<file path="src/rtl/axis_pkg.sv">
// Shared helpers for the AXI-Stream packet FIFO: pointer/entry widths and
// the write-side state encoding used when packet dropping is built in.
package axis_pkg;

  // Pointers carry one extra wrap bit above the RAM address.
  function automatic int unsigned ptr_width(input int unsigned depth);
    return $clog2(depth) + 1;
  endfunction

  // One RAM entry is {tlast, tdata}.
  function automatic int unsigned beat_width(input int unsigned bytes);
    return bytes * 8 + 1;
  endfunction

  typedef enum logic {
    WR_NORMAL,
    WR_DROP
  } wr_state_t;

endpackage

</file>
<file path="src/rtl/axis_fifo_ram.sv">
// Simple dual-port RAM: one write port, one registered read port with enable.
module axis_fifo_ram #(
  parameter int unsigned WIDTH  = 9,
  parameter int unsigned ADDR_W = 4
) (
  input  logic              clk,
  input  logic              sresetn,
  input  logic              we,
  input  logic [ADDR_W-1:0] waddr,
  input  logic [WIDTH-1:0]  wdata,
  input  logic              re,
  input  logic [ADDR_W-1:0] raddr,
  output logic [WIDTH-1:0]  rdata
);

  logic [WIDTH-1:0] mem [0:(1<<ADDR_W)-1];

  always_ff @(posedge clk) begin
    if (we) mem[waddr] <= wdata;
  end

  always_ff @(posedge clk) begin
    if (!sresetn)  rdata <= '0;
    else if (re)   rdata <= mem[raddr];
  end

endmodule

</file>
<file path="src/rtl/axis_packet_fifo.sv">
// Store-and-forward AXI-Stream packet FIFO. Define AXIS_PACKET_FIFO_DROP_EN
// to discard packets that cannot fit instead of stalling the input forever.
module axis_packet_fifo
  import axis_pkg::*;
#(
  parameter int unsigned AXIS_BYTES = 1,
  parameter int unsigned DEPTH      = 16
) (
  input  logic                    clk,
  input  logic                    sresetn,
  output logic                    axis_i_tready,
  input  logic                    axis_i_tvalid,
  input  logic                    axis_i_tlast,
  input  logic [AXIS_BYTES*8-1:0] axis_i_tdata,
  input  logic                    axis_o_tready,
  output logic                    axis_o_tvalid,
  output logic                    axis_o_tlast,
  output logic [AXIS_BYTES*8-1:0] axis_o_tdata,
  output logic                    drop_pulse
);

  localparam int unsigned ADDR_W = $clog2(DEPTH);
  localparam int unsigned PTR_W  = ptr_width(DEPTH);
  localparam logic [PTR_W-1:0] DEPTH_P = PTR_W'(DEPTH);

  typedef struct packed {
    logic                    tlast;
    logic [AXIS_BYTES*8-1:0] tdata;
  } axis_beat_t;

  logic [PTR_W-1:0] wr_ptr_tmp, wr_ptr_cmt, rd_ptr;
  logic             full, cmt_nonempty, in_hs, wr_en, rd_load;
  logic             drop_mode, drop_done;
  axis_beat_t       wr_beat, rd_beat;

  assign full         = (wr_ptr_tmp - rd_ptr) == DEPTH_P;
  assign cmt_nonempty = rd_ptr != wr_ptr_cmt;
  assign in_hs        = axis_i_tvalid && axis_i_tready;
  assign wr_en        = in_hs && !drop_mode;
  assign rd_load      = cmt_nonempty && (!axis_o_tvalid || axis_o_tready);

`ifdef AXIS_PACKET_FIFO_DROP_EN
  wr_state_t state, state_nxt;

  always_ff @(posedge clk) begin
    if (!sresetn) begin
      state      <= WR_NORMAL;
      drop_pulse <= 1'b0;
    end else begin
      state      <= state_nxt;
      drop_pulse <= drop_done;
    end
  end

  // Overflow is detected combinationally so the input never sees a stall
  // on the beat that would otherwise deadlock.
  always_comb begin
    state_nxt = state;
    drop_mode = (state == WR_DROP)
             || (full && (wr_ptr_cmt == rd_ptr))
             || ((wr_ptr_tmp - wr_ptr_cmt) == DEPTH_P);
    drop_done = in_hs && drop_mode && axis_i_tlast;
    if (in_hs && drop_mode) state_nxt = axis_i_tlast ? WR_NORMAL : WR_DROP;
  end

  assign axis_i_tready = sresetn && (!full || drop_mode);
`else
  assign drop_mode     = 1'b0;
  assign drop_done     = 1'b0;
  assign drop_pulse    = 1'b0;
  assign axis_i_tready = sresetn && !full;
`endif

  always_ff @(posedge clk) begin
    if (!sresetn) begin
      wr_ptr_tmp <= '0;
      wr_ptr_cmt <= '0;
      rd_ptr     <= '0;
    end else begin
      if (drop_done) begin
        wr_ptr_tmp <= wr_ptr_cmt;
      end else if (wr_en) begin
        wr_ptr_tmp <= wr_ptr_tmp + 1'b1;
        if (axis_i_tlast) wr_ptr_cmt <= wr_ptr_tmp + 1'b1;
      end
      if (rd_load) rd_ptr <= rd_ptr + 1'b1;
    end
  end

  always_ff @(posedge clk) begin
    if (!sresetn)           axis_o_tvalid <= 1'b0;
    else if (rd_load)       axis_o_tvalid <= 1'b1;
    else if (axis_o_tready) axis_o_tvalid <= 1'b0;
  end

  assign wr_beat = '{tlast: axis_i_tlast, tdata: axis_i_tdata};

  axis_fifo_ram #(
    .WIDTH  (beat_width(AXIS_BYTES)),
    .ADDR_W (ADDR_W)
  ) u_ram (
    .clk     (clk),
    .sresetn (sresetn),
    .we      (wr_en),
    .waddr   (wr_ptr_tmp[ADDR_W-1:0]),
    .wdata   (wr_beat),
    .re      (rd_load),
    .raddr   (rd_ptr[ADDR_W-1:0]),
    .rdata   (rd_beat)
  );

  assign axis_o_tlast = rd_beat.tlast;
  assign axis_o_tdata = rd_beat.tdata;

endmodule

</file>
<file path="config.mk">
export PLATFORM = sky130hd
export DESIGN_NAME = axis_packet_fifo
export DESIGN_NICKNAME = d
export VERILOG_FILES = /design/src/rtl/axis_pkg.sv /design/src/rtl/axis_fifo_ram.sv /design/src/rtl/axis_packet_fifo.sv
export SDC_FILE = /design/constraint.sdc
export NUM_CORES = 1
export LEC_CHECK = 0
export CORE_MARGIN = 2
export CORE_UTILIZATION = 55
export DETAILED_ROUTE_END_ITERATION = 16
export GPL_TIMING_DRIVEN = 0
export PLACE_DENSITY_LB_ADDON = 0.05
export SLEW_MARGIN = 40
export SYNTH_ARGS = -nofsm -noshare
export SYNTH_HDL_FRONTEND = slang
export SYNTH_SLANG_ARGS = --single-unit
</file>
<file path="constraint.sdc">
create_clock -name clk -period 7.75 [get_ports clk]
set_clock_uncertainty 0.2 [all_clocks]
set_input_delay 1.55 -clock clk [delete_from_list [all_inputs] [get_ports clk]]
set_output_delay 1.55 -clock clk [all_outputs]
set_load 0.005 [all_outputs]
</file>
### Word level (Yosys, flattened, before mapping)

Memories as Yosys holds them, arrays and structs flattened. A register that Yosys moved wholly into a read port is not among the register bits.
Index checks and enable logic that the tools add are counted.

| operators by class | value |
|---|---|
| add/subtract/negate cells | 3 |
| equal/unequal tests | 2 |
| muxes and demuxes | 4 |
| reductions and logical operators | 9 |

Operators with widths:

| operator | number |
|---|---|
| adder 5 x 1 -> 5 bit, second input constant | 2 |
| == test 5 bit, second input constant | 1 |
| inequality test 5 bit | 1 |
| subtractor 5 bit | 1 |
| two-way mux 1 bit | 4 |
| logical AND 1 bit | 3 |
| logical NOT 1 bit | 3 |
| AND reduction 2 bit | 1 |
| nonzero test 2 bit | 1 |
| logical OR 1 bit | 1 |

| word-level totals | value |
|---|---|
| register bits | 16 |
| memory bits (writable) | 144 |
| bits of input ports | 13 |
| memories | 1 |

Memories:

| memory | depth | width | read ports | clocked after Yosys merged registers in | write ports | line | source |
|---|---|---|---|---|---|---|---|
| u_ram.mem | 16 | 9 | 1 | 1 | 1 | axis_fifo_ram.sv:16 | `logic [WIDTH-1:0] mem [0:(1<<ADDR_W)-1];` |

### Depth between registers and ports, before layout

Gate-level depths: netlist of the first run.

| depth | value |
|---|---|
| depth in word-level cells | 7 |
| mapped depth | 11 |
| depth with buffers taken out | 7 |

### Modules after synthesis

A second synthesis of the first run with hierarchy kept.

| unflattened totals | value |
|---|---|
| cells, all modules | 455 |
| area total of the unflattened synthesis | 6926.6 um^2 |

By module, submodules not included:

| module | instances | cells each | area each (um^2) | seq. area each (um^2) |
|---|---|---|---|---|
| axis_fifo_ram | 1 | 353 | 6019.5 | 4504.3 |
| axis_packet_fifo | 1 | 102 | 907.1 | 320.3 |

### Least setup slack after synthesis of the first run

No wires, ideal clock.

| path | value |
|---|---|
| kind | input port to output port |
| start point | input sresetn |
| end point | output axis_i_tready |
| arrival time | 2.329 ns |
| required time | 6.000 ns |
| setup slack | 3.671 ns |
| stages on the path | 4 |
| buffers on the path | 2 |
| cell sequence | clkbuf_1 -> inv_1 -> clkbuf_1 -> a31oi_1 |

| between the ends | value |
|---|---|
| longest elaborated chain between the ends | 1 |

RTL lines:

| element | line | source |
|---|---|---|
| start, declared | axis_packet_fifo.sv:10 | `input logic sresetn,` |
| logical AND 1 bit | axis_packet_fifo.sv:71 | `assign axis_i_tready = sresetn && !full;` |
| end, declared | axis_packet_fifo.sv:11 | `output logic axis_i_tready,` |

No other way between the ends.

### Final worst setup path of the first run

Ends and elaborated chain as after synthesis.

==> results.yml, run 1 <==
floorplan:
  dieHeight_um: 115.5
  die_area_mm2: 0.01334
  core_mm2: 0.01206
  num_rows: 40
  io_pins: 25
  start_util_pct: 56.70
  die_x_um: 115.5
timing:
  period_share_pct: 63.96
  final_max_slew_viol_count: 0
  hold_violations: 0
  setup_violations: 0
  clock.fmax_ghz: 0.2017
  hold_ws_ps: 282.9
  finalCriticalPeriod_ps: 4957
  relSlewSlack_pct: 45.03
  rsz0062_at_grt: "no"
  worst_pin_slew_ps: 821.5
  fin_tns_setup_ps: 0
clocking:
  cts_buffers: 17
  cts_tree: "yes"
  ctsHoldBuffers: 0
  clk_latency_ps: 430
  root_buffer: "clkbuf_16"
  cts_sinks: 169
  cts_resized: 0
  post_cts_buffers: 0
  cts_buffer_depth: 2
  h-tree-depth: 4
  clkTransAtPathRegs_ps: 60
finish:
  final_cell_area_mm2: 0.007958
  n_antenna_cell: 0
  layout-drive-gt1-share_pct: 22.63
  fillCellCount: 857
  finalNonFillerCells: 601
  nNetsFinal: 442
  layout_common_cells: "edfxtp_1 (144), mux4_2 (36), nor2_1 (25), dfxtp_1 (25), clkdlybuf4s50_1 (22)"
  syn_to_final_growth_pct: 16.36
  layout_commonest_cell: "edfxtp_1"
worst_setup_path:
  r2r_start: "rd_ptr[1]"
  worst-path-max-fanout: 10
  path_class: "in2out"
  worst_setup_path_start_kind: "input pin"
  arrival_ps: 3210
  crit_path_end: "axis_i_tready"
  critPathBufInv: 4
  cp_common_cell: "clkbuf_1"
  path_cells: "clkbuf_1 > inv_1 > clkbuf_1 > a31oi_1 > clkdlybuf4s50_1"
  max_stage_delay_ps: 530
  cp-end-kind: "output pin"
  worstSetupStartpoint: "sresetn"
  crit_cells: 5
  cp.required_ps: 6000
  crit_path_top_delay_cell: "clkdlybuf4s50_1"
  reg2reg_depth: 9
  path_delay_family: "buffers and inverters"
  r2r_setup_slack_ps: 4440
  worstReg2RegEnd: "u_ram.mem[7][0]"
synth:
  synth_edf_count: 144
  synthCells: 378
  avgSynthCellArea_um2: 18.09
  synth_seq_cells: 169
  synth_flop_cell: "edfxtp_1"
  synthesis.nets: 400
  synth-seq-area-share_pct: 70.55
  synthesis.area_mm2: 0.006839
  async_flop_share_pct: 0
  synth_cell_types: 38
  synth-warning-count: 0
drt:
  vias: 3507
  avgViaCountPerCell: 5.835
  drt_iter0_drc: 272
  antenna_left: 0
  drt-pass1-iter-count: 4
  drc: 0
  wl_per_cell_um: 23.43
  drt-total-wl_um: 14080
global_route:
  grt_max_degree: 18
  antenna_found_initial: 0
  track_usage_pct: 23.27
  grt_pass1_wl_um: 21350
  grt_pass1_vias: 3646
  overflow: 0
outcome:
  outcome: "finished, final reports clean"
min_path:
  hp-class: "reg2reg"
  min_path_cells: 2
power_and_ir_drop:
  power.total_w: 0.002476
  vdd_drop_max_v: 0.0001691
  cellLeakagePower_nw: 2.685
  powerDensity_mw_per_mm2: 311.2
placed_design:
  portBuffers: 22
  gp_congestion: 0.8186
  dpl.hpwl_um: 8949
  placed_cell_area_mm2: 0.007279
  placedCellCount: 569
run:
  drv_cap: 0
## synthesized netlist by cell type (all sizes together) (2+ instances only)
library cell	n	area, um2
a21oi	2	21.27
a211oi	5	37.54
inv	6	22.52
nand2b	2	12.51
buf	14	107.6
mux4	36	810.8
nor2b	5	31.28
o22ai	9	56.30
mux2i	6	60.06
a22o	18	157.7
nor3	2	15.01
and2	2	12.51
nand3	5	25.02
and3	15	93.84
xnor2	6	67.56
nor2	27	101.4
edfxtp	144	4324
ha	9	112.6
nand2	19	76.32
clkbuf	5	18.77
a31oi	3	40.04
dfxtp	25	500.5
xor2	7	68.82
## worst min-delay path by stage
stage / to / from
global route: u_ram.rdata[2] / u_ram.rdata[2]
detailed placement: u_ram.rdata[2] / u_ram.rdata[2]
finish: u_ram.rdata[0] / u_ram.rdata[0]
floorplan: u_ram.rdata[0] / u_ram.rdata[0]
CTS: u_ram.rdata[7] / u_ram.rdata[7]
global placement: u_ram.rdata[2] / u_ram.rdata[2]
## registers in the layout, indices dropped and copies added (netlist names)
signal         cells
u_ram.mem        144
axis_o_tvalid      1
u_ram.rdata        9
wr_ptr_tmp         5
rd_ptr             5
wr_ptr_cmt         5
## worst min-delay path: stages (launching register included)
cell and delay (ps):
dfxtp_1 320, nand2_1 50, o22ai_1 60
## routing by layer
layer | track usage [%] | wire length [um]
met1 | 30.98 | 5630
met5 | 0 | 0
met4 | 11.81 | 335
met3 | 5.335 | 1023
met2 | 36.45 | 7095
## where the power goes
| group | internal, W | total (W) | switching, W |
|---|---|---|---|
| Sequential | 0.00102 | 0.00105 | 0.0000259 |
| Clock | 0.000605 | 0.000952 | 0.000346 |
| Combinational | 0.000247 | 0.000479 | 0.000231 |
| Total | 0.00187 | 0.00248 | 0.000604 |
## final cells by class
type	count	area [um2]	share of cell area, %
Buffer	19	126.4	1.588
Clock buffer	17	425.4	5.346
Clock inverter	15	247.7	3.113
Inverter	6	22.52	0.2830
Multi-Input combinational cell	184	1876	23.57
Sequential cell	169	4825	60.63
Tap cell	168	210.2	2.642
Timing Repair Buffer	23	225.2	2.830
## through the flow
stage,util [%],setup WS [ps]
floorplan,-,3671
global placement,60.27,2772
detailed placement,60.35,2788
CTS,65.93,2796
global route,65.98,2677
finish,65.98,2793
## cells by family (layout without fill, tap and decap cells)
| logic type | after synthesis | after routing | synth area share, % |
|---|---|---|---|
| compound gates | 41 | 41 | 5.287 |
| xor+xnor | 13 | 13 | 1.994 |
| fa+ha+maj | 9 | 9 | 1.647 |
| buf+inv | 25 | 80 | 2.177 |
| flops | 169 | 169 | 70.55 |
| mux | 42 | 42 | 12.73 |
| other cells | 1 | 1 | 0.05483 |
| simple gates | 78 | 78 | 5.561 |
No activity file was read; power rests on OpenSTA's default activity.
==> run 2, diff against run 1 <==
--- a/config.mk
+++ b/config.mk
@@ -6,7 +6,7 @@
 export NUM_CORES = 1
 export LEC_CHECK = 0
 export CORE_MARGIN = 2
-export CORE_UTILIZATION = 55
+export CORE_UTILIZATION = 54
 export DETAILED_ROUTE_END_ITERATION = 16
 export GPL_TIMING_DRIVEN = 0
 export PLACE_DENSITY_LB_ADDON = 0.05
==> constraint.sdc (replaced) <==
create_clock -name clk -period 4.22 [get_ports clk]
set_clock_uncertainty 0.2 [all_clocks]
set_input_delay 0.844 -clock clk [delete_from_list [all_inputs] [get_ports clk]]
set_output_delay 0.844 -clock clk [all_outputs]
set_load 0.005 [all_outputs]
==> run 2 against run 1 <==
- sequential power grew 82%
- critical path depth up 3
- critical path type is now reg2out
- via count shrank 1.3%
==> results.yml, run 2 (synthesis gave the netlist of run 1 again) <==
power_and_ir_drop:
  pwr-share-clk_pct: 36.9
  p_sw_share_pct: 24.75
  power_frac_seq_pct: 42.7
  cellLeakagePower_nw: 2.675
  power_frac_comb_pct: 20.4
  p_switching_w: 0.001109
  vdd_drop_max_v: 0.0003256
  internal_power_w: 0.003372
  powerDensity_mw_per_mm2: 565.6
  power.total_w: 0.004481
worst_setup_path:
  worst-path-max-fanout: 10
  worst_setup_path_start_kind: "flip-flop"
  cp-end-kind: "output pin"
  worstReg2RegEnd: "u_ram.mem[4][4]"
  reg2reg_depth: 9
  cp.required_ps: 3180
  r2r_start: "rd_ptr[1]"
  path_class: "reg2out"
  arrival_ps: 2780
  r2r_setup_slack_ps: 1010
finish:
  multi_input_area_mm2: 0.001878
  syn_to_final_growth_pct: 15.84
  largestRegisters: "u_ram.mem x144, u_ram.rdata x9"
  layout_common_cells: "edfxtp_1 (144), mux4_2 (36), dfxtp_1 (25)"
  fillCellCount: 954
  n_antenna_cell: 0
  largest_register: "u_ram.mem"
  seqCellArea_mm2: 0.004825
  largest_register_ff_count: 144
  layout_commonest_cell: "edfxtp_1"
  layout-drive-gt1-share_pct: 21.71
  nNetsFinal: 442
drt:
  drt-total-wl_um: 13770
  drt_iter0_drc: 203
  vias: 3461
  drt-pass1-iter-count: 5
  antenna_left: 0
  wl_per_cell_um: 22.75
  drc: 0
  avgViaCountPerCell: 5.721
timing:
  clock.fmax_ghz: 0.2618
  rsz0062_at_grt: "no"
  hold_violations: 0
  finalCriticalPeriod_ps: 3820
  setup_violations: 0
  worst_pin_slew_ps: 784.6
  fin_tns_setup_ps: 0
  final_max_slew_viol_count: 0
  period_share_pct: 90.51
  relSlewSlack_pct: 47.50
global_route:
  grt_pass1_vias: 3540
  overflow: 0
  grt_max_degree: 18
  grt_pass1_wl_um: 20470
  antenna_found_initial: 0
  track_usage_pct: 22.20
floorplan:
  die_area_mm2: 0.01358
  start_util_pct: 54.64
  dieHeight_um: 116.5
  die_x_um: 116.5
  num_rows: 41
  io_pins: 25
  core_mm2: 0.01252
clocking:
  cts_resized: 0
  cts_tree: "yes"
  cts_buffers: 17
  post_cts_buffers: 0
  ctsHoldBuffers: 0
  h-tree-depth: 4
  cts_buffer_depth: 2
  clkTransAtPathRegs_ps: 60
  cts_sinks: 169
  root_buffer: "clkbuf_16"
  clk_latency_ps: 420
min_path:
  whs_endpoint: "u_ram.rdata[5]"
  hold_start: "u_ram.rdata[5]"
  min_path_cells: 2
  hp-class: "reg2reg"
placed_design:
  portBuffers: 22
  gp_congestion: 0.8274
  dpl.hpwl_um: 8796
run:
  drv_cap: 0
outcome:
  outcome: "finished, final reports clean"
[run 2: cell count changes in the layout (fill, tap and decap cells not counted)]
cell        before  now
nor2_2           2    3
bufinv_16        6    5
nor2_1          25   24
clkinvlp_4       3    0
clkinv_4         2    1
clkinv_1         0    4
clkbuf_1         5    6
[run 2: worst max path at each step]
stage	startpoint	to	slack [ps]	cells after the start
final	rd_ptr[1]	axis_i_tready	400	8
after detailed placement	sresetn	axis_i_tready	720	5
after global routing	rd_ptr[1]	axis_i_tready	190	8
after floorplan	rd_ptr[1]	u_ram.mem[3][0]	1270	9
after global placement	rd_ptr[1]	u_ram.mem[3][4]	260	9
after CTS	rd_ptr[1]	axis_i_tready	350	8
[run 2: layer usage]
layer / up-vias / GRT usage (%) / part of all wire, %
li1: 1586 / - / -
met1: 1787 / 31.35 / 46
met2: 74 / 34.26 / 48
met3: 14 / 4.670 / 4.4
met4: 0 / 9.098 / 1.7
met5: - / 0 / 0
[run 2: power groups by stage]
stage | registers [W] | clock network, W | logic [W]
after floorplan | 0.00194 | 0 | 0.000619
after global placement | 0.00195 | 0 | 0.000919
after detailed placement | 0.00195 | 0 | 0.000916
after CTS | 0.00192 | 0.00167 | 0.000920
after global routing | 0.00192 | 0.00175 | 0.000979
final | 0.00191 | 0.00165 | 0.000912
[run 2: worst max-delay path, stage by stage (launching register included)]
cell,delay (ps)
dfxtp_1,390
buf_4,260
buf_2,340
inv_1,80
ha_1,200
nor2b_1,170
o2111a_1,330
a31oi_1,120
clkdlybuf4s50_1,460
[run 2: cell type report]
type | instances | share of cell area, %
flip-flops and latches | 169 | 60.90
multi-input cells | 184 | 23.70
clock buffers | 18 | 5.417
repair buffers | 23 | 2.843
well taps | 172 | 2.716
clock inverters | 14 | 2.543
plain buffers | 19 | 1.595
inverters | 6 | 0.2843
[run 2: through the flow]
stage                     utilization (%)  std cells  hold slack [ps]  area (um2)  setup WS (ps)
after global placement              58.12        572            264.6        7274          262.5
after global routing                63.29        605            291.5        7923          186.5
after floorplan                         -        378            263.3        6839           1266
final                               63.29        605            277.0        7923          400.3
after detailed placement            58.22        573            265.8        7287          723.9
after CTS                           63.25        605            276.6        7918          349.1
==> run 3, diff against run 2 <==
--- a/config.mk
+++ b/config.mk
@@ -5,8 +5,9 @@
 export SDC_FILE = /design/constraint.sdc
 export NUM_CORES = 1
 export LEC_CHECK = 0
+export ABC_AREA = 1
 export CORE_MARGIN = 2
-export CORE_UTILIZATION = 54
+export CORE_UTILIZATION = 55
 export DETAILED_ROUTE_END_ITERATION = 16
 export GPL_TIMING_DRIVEN = 0
 export PLACE_DENSITY_LB_ADDON = 0.05
==> run 3 against run 2 <==
- clock-buffer cell count is 1 higher
- area after synthesis is 2.9% higher
- total power increased by 3.5%
==> results.yml, run 3 <==
run:
  drv_cap: 0
finish:
  largest_register_ff_count: 144
  layout_commonest_cell: "edfxtp_1"
  largest_register: "u_ram.mem"
  layout_common_cells: "edfxtp_1 (144), nor2_1 (105), nand2_1 (80)"
  finalNonFillerCells: 841
  nNetsFinal: 678
  layout-drive-gt1-share_pct: 13.00
  largestRegisters: "u_ram.mem x144, u_ram.rdata x9"
  syn_to_final_growth_pct: 15.18
  n_antenna_cell: 0
  fillCellCount: 995
drt:
  antenna_left: 0
  drt-pass1-iter-count: 8
  drt_iter0_drc: 456
  wl_per_cell_um: 20.12
  drt-total-wl_um: 16920
  avgViaCountPerCell: 5.680
  drc: 0
  vias: 4777
worst_setup_path:
  cp.required_ps: 3180
  arrival_ps: 2750
  worst-path-max-fanout: 10
  path_class: "reg2out"
  cp-end-kind: "output pin"
  r2r_setup_slack_ps: 880
  worst_setup_path_start_kind: "flip-flop"
synth:
  synth_most_common_cell: "edfxtp_1"
  yosys-top-cells-count: "edfxtp_1 (144), nor2_1 (118), nand2_1 (80), o21ai_0 (74), dfxtp_1 (25)"
  synth-seq-area-share_pct: 68.53
  synthesis.area_mm2: 0.007041
  yosysTopAreaCell: "edfxtp_1"
  synth_edf_count: 144
  synthCells: 612
  synth_cell_types: 35
  async_flop_share_pct: 0
  synth_area_leaders: "edfxtp_1 (61%), dfxtp_1 (7.1%), nor2_1 (6.3%)"
  avgSynthCellArea_um2: 11.50
  synth-warning-count: 0
  synth_top_area_share_pct: 61.42
  synth_seq_cells: 169
  synth_flop_cell: "edfxtp_1"
  synthesis.nets: 634
power_and_ir_drop:
  cellLeakagePower_nw: 2.852
  powerDensity_mw_per_mm2: 571.7
  vdd_drop_max_v: 0.0003178
timing:
  worst_slack_ps: 425.2
  period_share_pct: 89.92
  fin_tns_setup_ps: 0
  clock.fmax_ghz: 0.2635
  worst_pin_slew_ps: 910.4
  hold_ws_ps: 299.0
  setup_violations: 0
  relSlewSlack_pct: 39.08
  rsz0062_at_grt: "no"
  hold_violations: 0
  finalCriticalPeriod_ps: 3795
  final_max_slew_viol_count: 0
floorplan:
  dieHeight_um: 117.1
  die_x_um: 117.1
  die_area_mm2: 0.01372
  start_util_pct: 56.02
  core_mm2: 0.01257
  num_rows: 41
  io_pins: 25
outcome:
  outcome: "finished, final reports clean"
clocking:
  cts_sinks: 169
  post_cts_buffers: 0
  ctsHoldBuffers: 0
  cts_buffer_depth: 2
  clkTransAtPathRegs_ps: 60
  root_buffer: "clkbuf_16"
  cts_resized: 0
  h-tree-depth: 4
  cts_buffers: 17
  cts_tree: "yes"
  clk_latency_ps: 430
global_route:
  overflow: 0
  grt_pass1_wl_um: 25210
  antenna_found_initial: 0
  grt_pass1_vias: 4445
  track_usage_pct: 26.03
  grt_max_degree: 18
placed_design:
  place_ws_ps: 719.3
  dpl.hpwl_um: 11310
  portBuffers: 22
  gp_congestion: 0.8605
  placedCellCount: 809
min_path:
  hp-class: "reg2reg"
==> run 3: changes by cell type after synthesis, moves of 9 or more <==
cell | before | now
a22o_1 | 18 | 0
and3_1 | 15 | 0
o221ai_1 | 0 | 12
a21oi_1 | 1 | 17
mux4_2 | 36 | 0
inv_1 | 6 | 23
nor2_1 | 27 | 118
nand2_1 | 17 | 80
o21ai_1 | 0 | 9
o21ai_0 | 0 | 74
o22ai_1 | 9 | 18
==> run 3: routing by layer <==
| metal | vias up | part of all wire, % | global-route usage [%] |
|---|---|---|---|
| met5 | - | 0 | 0 |
| met4 | 0 | 2.7 | 10.51 |
| met3 | 24 | 6.1 | 5.613 |
| met2 | 157 | 48 | 41.46 |
| met1 | 2351 | 43 | 35.19 |
| li1 | 2245 | - | - |
==> run 3: logic make-up (layout without fill, tap and decap cells) <==
logic type | Yosys count | after routing | share of synthesized area [%]
buffers and inverters | 63 | 120 | 4.656
xor gates and xnor gates | 9 | 9 | 1.120
DFF | 169 | 169 | 68.53
other | 1 | 1 | 0.05326
and+or+nand+nor | 221 | 221 | 12.78
adders and majority gates | 9 | 9 | 1.599
AOI/OAI and AO/OA | 140 | 140 | 11.27
==> run 3: where the power goes <==
group / switching, W / leakage, nW / internal (W) / total [W]
Clock: 0.000624 / 0.270 / 0.000864 / 0.00149
Combinational: 0.000770 / 1.08 / 0.000451 / 0.00122
Sequential: 0.0000454 / 1.50 / 0.00188 / 0.00193
Total: 0.00144 / 2.85 / 0.00320 / 0.00464
==> run 3: area by class of cell <==
class | instances | area, um2 | area share (%)
Inverter | 29 | 112.6 | 1.389
Buffer | 34 | 215.2 | 2.654
Sequential cell | 169 | 4825 | 59.50
Clock buffer | 19 | 432.9 | 5.339
Clock inverter | 13 | 130.1 | 1.605
Tap cell | 172 | 215.2 | 2.654
Timing Repair Buffer | 25 | 242.7 | 2.993
Multi-Input combinational cell | 380 | 1936 | 23.87
==> run 3: critical path: stages (launching register included) <==
cell and delay, ps:
dfxtp_1 340, inv_1 110, clkbuf_1 470, ha_1 360
nor2_1 140, inv_1 50, nand2_1 60, nand2_1 80
a31oi_1 170, clkdlybuf4s50_1 520
==> run 3: metrics by stage <==
step	total power, W	util (%)	cell area, um2
floorplan	0.002723	-	7041
global placement	0.003151	59.48	7476
detailed placement	0.003167	59.98	7538
CTS	0.004642	64.46	8102
global route	0.004837	64.52	8109
finish	0.004636	64.52	8109
==> run 3: final timing paths <==
path,start,end,cells after the start
setup / recovery,rd_ptr[3],axis_i_tready,9
hold / removal,wr_ptr_tmp[4],wr_ptr_tmp[4],2
setup reg to reg,rd_ptr[3],u_ram.mem[12][2],12
hold reg to reg,wr_ptr_tmp[4],wr_ptr_tmp[4],2
==> RTL change 1 (config.mk and constraints of run 3) <==
Set the parameter `DEPTH` to 32 (it was 16).
--- a/src/rtl/axis_packet_fifo.sv
+++ b/src/rtl/axis_packet_fifo.sv
@@ -5,5 +5,5 @@
 #(
   parameter int unsigned AXIS_BYTES = 1,
-  parameter int unsigned DEPTH      = 16
+  parameter int unsigned DEPTH      = 32
 ) (
   input  logic                    clk,
Function: same outputs for any inputs over 4 cycles, from zero or initial values and one cycle with sresetn low; that may be too few to reach the edited logic, so the function may still have changed.
==> RTL change 1 against run 3 <==
  * Routed wire length up 110%
  * Core utilization down 1.5 points
  * Cell area grew 81%
  * Via count up 86%
  * Synthesized area is 85% higher
  * Power rose by 83%
  * Worst setup slack lost 0.22 ns
  * Sequential cell count is 147 higher
  * Largest power group unchanged
  * Highest routed layer unchanged
==> RTL change 1: results (changes against run 3) <==
Placed Instances: 1,470 (+82%)
Leak Pwr: 0.00516 uW (+81%)
Via density: 5.82 (+2.4%)
Run status: completed
Post-Place Setup Slack: 0.233 ns (-0.486 ns)
Worst-case vdd ir drop: 397 uV (+25%)
Xor and xnor area share after synthesis: 0.00606 (-0.00514)
Post-DP HPWL: 23,700 um (+110%)
First-pass detailed-route iteration total: 5 (-3)
Global-route wire length before repair: 52,900 um (+110%)
Clock net power: 2740 uW (+84%)
Int Pwr: 5660 uW (+77%)
Hold Path Origin: u_ram.rdata[7]
Register area share after synthesis: 0.708 (+0.0226)
WHS Endpoint: u_ram.rdata[7]
Clock Pin Slew Worst Setup and Hold Paths: 0.06 ns (about the same)
Largest net degree at the start of global routing: 33 (+15)
Post-synthesis cell type count: 34 (-2.9%)
Fillers: 1,885 (+89%)
Total number of vias: 8,894 (+86%)
Initial DRC count: 915 (+100%)
Synth Area in Compound Gates: 0.0928 (-0.0199)
Worst Path Arrival: 2.97 ns (+0.22 ns)
Commonest cells in the netlist: edfxtp_1, nand2_1, nor2_1, o21ai_0, nand3_1
CTS Buffer Depth: 3 (+1)
Count of input and output buffers: 23 (+4.5%)
Worst skew pair latency: 0.53 ns (+0.10 ns)
CP max stage delay: 0.67 ns (+0.15 ns)
R2R Path Start: rd_ptr[1]
Combinational Power Share: 0.259 (-0.004)
Total CTS buffers: 34 (+17)
Top Registers: u_ram.mem x288, u_ram.rdata x9
Worst reg2reg path endpoint: u_ram.mem[27][7]
Tot GR Track Use: 0.300 (+0.0400)
Synth Area in Adders: 0.00962 (-0.00638)
Worst-margin pin slew: 0.897 ns (-0.0134 ns)
Final #Nets: 1,210 (+78%)
Ant diodes: 0 (unchanged)
Avg Synthesized Cell Area: 11.5 um^2 (+0.34%)
Top post-synthesis cells by area: edfxtp_1, nand2_1, o21ai_0
Post-synth EDFFs: 288 (+100%)
Number of global-route vias before repair: 8,270 (+86%)
Depth of the most critical reg-to-reg path: 15 (+3)
GPL Wtd Cong: 0.900 (+4.6%)
Layout cell share with drive strength beyond 1: 0.116 (-0.0143)
Avg WL per Cell: 23.7 um (+18%)
## RTL change 1: area by class of cell
cell class | count | area (um^2) | area share
Tap cell | 319 | 399 | 0.0272
Sequential cell | 316 | 9210 | 0.627
Clock buffer | 40 | 873 | 0.0594
Multi-Input combinational cell | 717 | 3420 | 0.233
Clock inverter | 19 | 129 | 0.00877
Timing Repair Buffer | 24 | 205 | 0.0140
Inverter | 31 | 121 | 0.00826
Buffer | 63 | 340 | 0.0232
## RTL change 1: worst max path at each step
stage               from               end  slack (ns)
2_1_floorplan  rd_ptr[1]  u_ram.mem[31][0]        1.18
3_3_place_gp     sresetn     axis_i_tready        0.23
3_5_place_dp     sresetn     axis_i_tready        0.23
4_1_cts        rd_ptr[1]     axis_i_tready        0.13
5_1_grt        rd_ptr[3]     axis_i_tready        0.03
6_report         sresetn     axis_i_tready        0.20
## RTL change 1: logic make-up (layout without fill, tap and decap cells)
| logic type | count (synthesis) | after routing |
|---|---|---|
| adders and majority gates | 10 | 10 |
| buffers and inverters | 94 | 177 |
| other | 1 | 1 |
| xor gates and xnor gates | 9 | 9 |
| DFF | 316 | 316 |
| and+or+nand+nor | 462 | 462 |
| AOI/OAI and AO/OA | 235 | 235 |
## RTL change 1: stage by stage
step	cell area, um^2	total power [uW]	hold slack (ns)
floorplan	13000	4840	0.261
global placement	13600	5760	0.254
detailed placement	13600	5770	0.256
CTS	14700	8470	0.266
global route	14700	8830	0.288
finish	14700	8490	0.264
## RTL change 1: routing by layer
metal / share of wire / vias up / global-route usage / wire, um
met5: 0 / - / 0 / 0
met4: 0.031 / 0 / 0.108 / 1110
met3: 0.087 / 70 / 0.0610 / 3160
met2: 0.47 / 408 / 0.473 / 16900
met1: 0.41 / 4316 / 0.419 / 15000
li1: - / 4100 / - / -
==> RTL change 2 (config.mk and constraints of run 3) <==
Made on the original files. Add a define of `AXIS_PACKET_FIFO_DROP_EN`.
--- a/src/rtl/axis_packet_fifo.sv
+++ b/src/rtl/axis_packet_fifo.sv
@@ -1,4 +1,6 @@
 // Store-and-forward AXI-Stream packet FIFO. Define AXIS_PACKET_FIFO_DROP_EN
 // to discard packets that cannot fit instead of stalling the input forever.
+`define AXIS_PACKET_FIFO_DROP_EN
+
 module axis_packet_fifo
   import axis_pkg::*;
Function: no difference found for any inputs over 4 cycles, from zero or initial values and one cycle with sresetn low; that may be too few to reach the edited logic, so the function may still have changed.
==> RTL change 2 against run 3 <==
  * Synthesized cell count is 5.4% higher
  * Worst setup slack worse by 0.19 ns
  * Power is 1.5% lower
  * Sequential cell count is 2 higher
  * Routed wire length is 5.4% higher
  * Cell area is 1.6% higher
  * Synthesized area is 2.3% higher
  * Critical path type unchanged
  * Critical endpoint unchanged
==> RTL change 2: results (changes against run 3) <==
CTS resizes: 1 (+1)
Layout clock area frac: 0.0658 (-0.00367)
Slew margin rel.: 0.492 (+0.101)
Global-route wire length before repair: 27,700 um (+10%)
Total number of vias: 5,087 (+6.5%)
Post-synth ARST share: 0 (unchanged)
Worst-case vdd ir drop: 349 uV (+9.9%)
Avg Synthesized Cell Area: 11.2 um^2 (-2.9%)
Worst Path Arrival: 2.94 ns (+0.19 ns)
Delay-heaviest family, CP: buffers and inverters
Worst hold-check path type: flop to flop
Post-DP HPWL: 11,800 um (+4.7%)
Seq area share: 0.591 (-0.00445)
DP Area: 0.00770 mm^2 (+2.1%)
Post-Place Setup Slack: 0.103 ns (-0.616 ns)
Inverter count: 49 (+69%)
Register area share after synthesis: 0.675 (-0.0102)
Met2 Usage GRT: 0.428 (+0.0135)
Commonest cells in the netlist: edfxtp_1, nor2_1, nand2_1, o21ai_0, inv_1
Final #Nets: 712 (+5.0%)
Run status: completed
Tot GR Track Use: 0.267 (+0.00671)
Top post-synthesis cells by area: edfxtp_1, dfxtp_1, o21ai_0
Number of global-route vias before repair: 4,869 (+9.5%)
Ant diodes: 0 (unchanged)
Total CTS buffers: 17 (unchanged)
GPL Wtd Cong: 0.821 (-4.6%)
Fillers: 1,037 (+4.2%)
Multi-input comb cells: 393 (+3.4%)
Non-clock buffer total of the final layout: 54 (-8.5%)
Clock Pin Slew Worst Setup and Hold Paths: 0.06 ns (about the same)
First-pass detailed-route iteration total: 4 (-4)
CLK BUF: 21 (+2)
Initial antenna violation count: 0 (unchanged)
Met1 GRT Util: 0.363 (+0.0107)
Post-synthesis cell type count: 31 (-11%)
Layout cell share with drive strength beyond 1: 0.0845 (-0.0455)
Area of the multi-input gates: 0.00207 mm^2 (+7.1%)
CTS Buffer Depth: 2 (unchanged)
Avg WL per Cell: 20.5 um (+1.9%)
Layout non-clock buf frac: 0.0436 (-0.0129)
CP max stage delay: 0.49 ns (-0.03 ns)
Slowest cell on crit path: clkdlybuf4s50_1
Leak Pwr: 0.00285 uW (about the same)
Sequential cell count: 171 (+1.2%)
Initial DRC count: 547 (+20%)
Met3 Resource Use GR: 0.0425 (-0.0137)
Synth Net Count: 671 (+5.8%)
Count of input and output buffers: 24 (+9.1%)
Peak fanout along the critical path: 12 (+2)
==> RTL change 2: cell types whose count changed after synthesis, moves of 4 or more <==
| cell | delta |
|---|---|
| nand4_1 | +6 |
| o211ai_1 | +7 |
| buf_2 | -9 |
| inv_1 | +19 |
| o21ai_1 | -8 |
| nor2_1 | -20 |
| xor2_1 | -5 |
| clkbuf_1 | +18 |
| nand2_1 | +6 |
| ha_1 | +4 |
| buf_6 | -8 |
| o21ai_0 | +5 |
| nand3_1 | +12 |
| o22ai_1 | +7 |
==> RTL change 2: worst paths after layout <==
| path | startpoint | to | slack (ns) | depth (start not counted) |
|---|---|---|---|---|
| worst max-delay path | rd_ptr[1] | axis_i_tready | 0.24 | 14 |
| worst min-delay path | u_ram.rdata[5] | u_ram.rdata[5] | 0.30 | 2 |
| worst max register to register | rd_ptr[1] | u_ram.mem[1][0] | 0.62 | 13 |
| worst min register to register | u_ram.rdata[5] | u_ram.rdata[5] | 0.30 | 2 |
==> RTL change 2: where the power goes <==
group | switching [uW] | internal [uW] | total (uW)
sequential | 39.1 | 1890 | 1930
combinational | 815 | 363 | 1180
clock | 606 | 856 | 1460
==> RTL change 2: cell families after synthesis <==
group | synth area share
buffers and inverters | 0.0427
and+or+nand+nor | 0.132
AOI/OAI and AO/OA | 0.120
xor gates and xnor gates | 0.00729
adders and majority gates | 0.0226
DFF | 0.675
==> RTL change 2: through the flow <==
stage          cells  utilization  power (uW)
2_1_floorplan    645            -        2650
3_3_place_gp     841        0.602        3100
3_5_place_dp     841        0.605        3120
4_1_cts          872        0.648        4570
5_1_grt          870        0.648        4760
6_report         870        0.648        4570
==> RTL change 2: per-layer routing <==
layer,share of wire,vias up
li1,-,2377
met1,0.43,2461
met2,0.48,211
met3,0.063,38
met4,0.027,0
met5,0,-
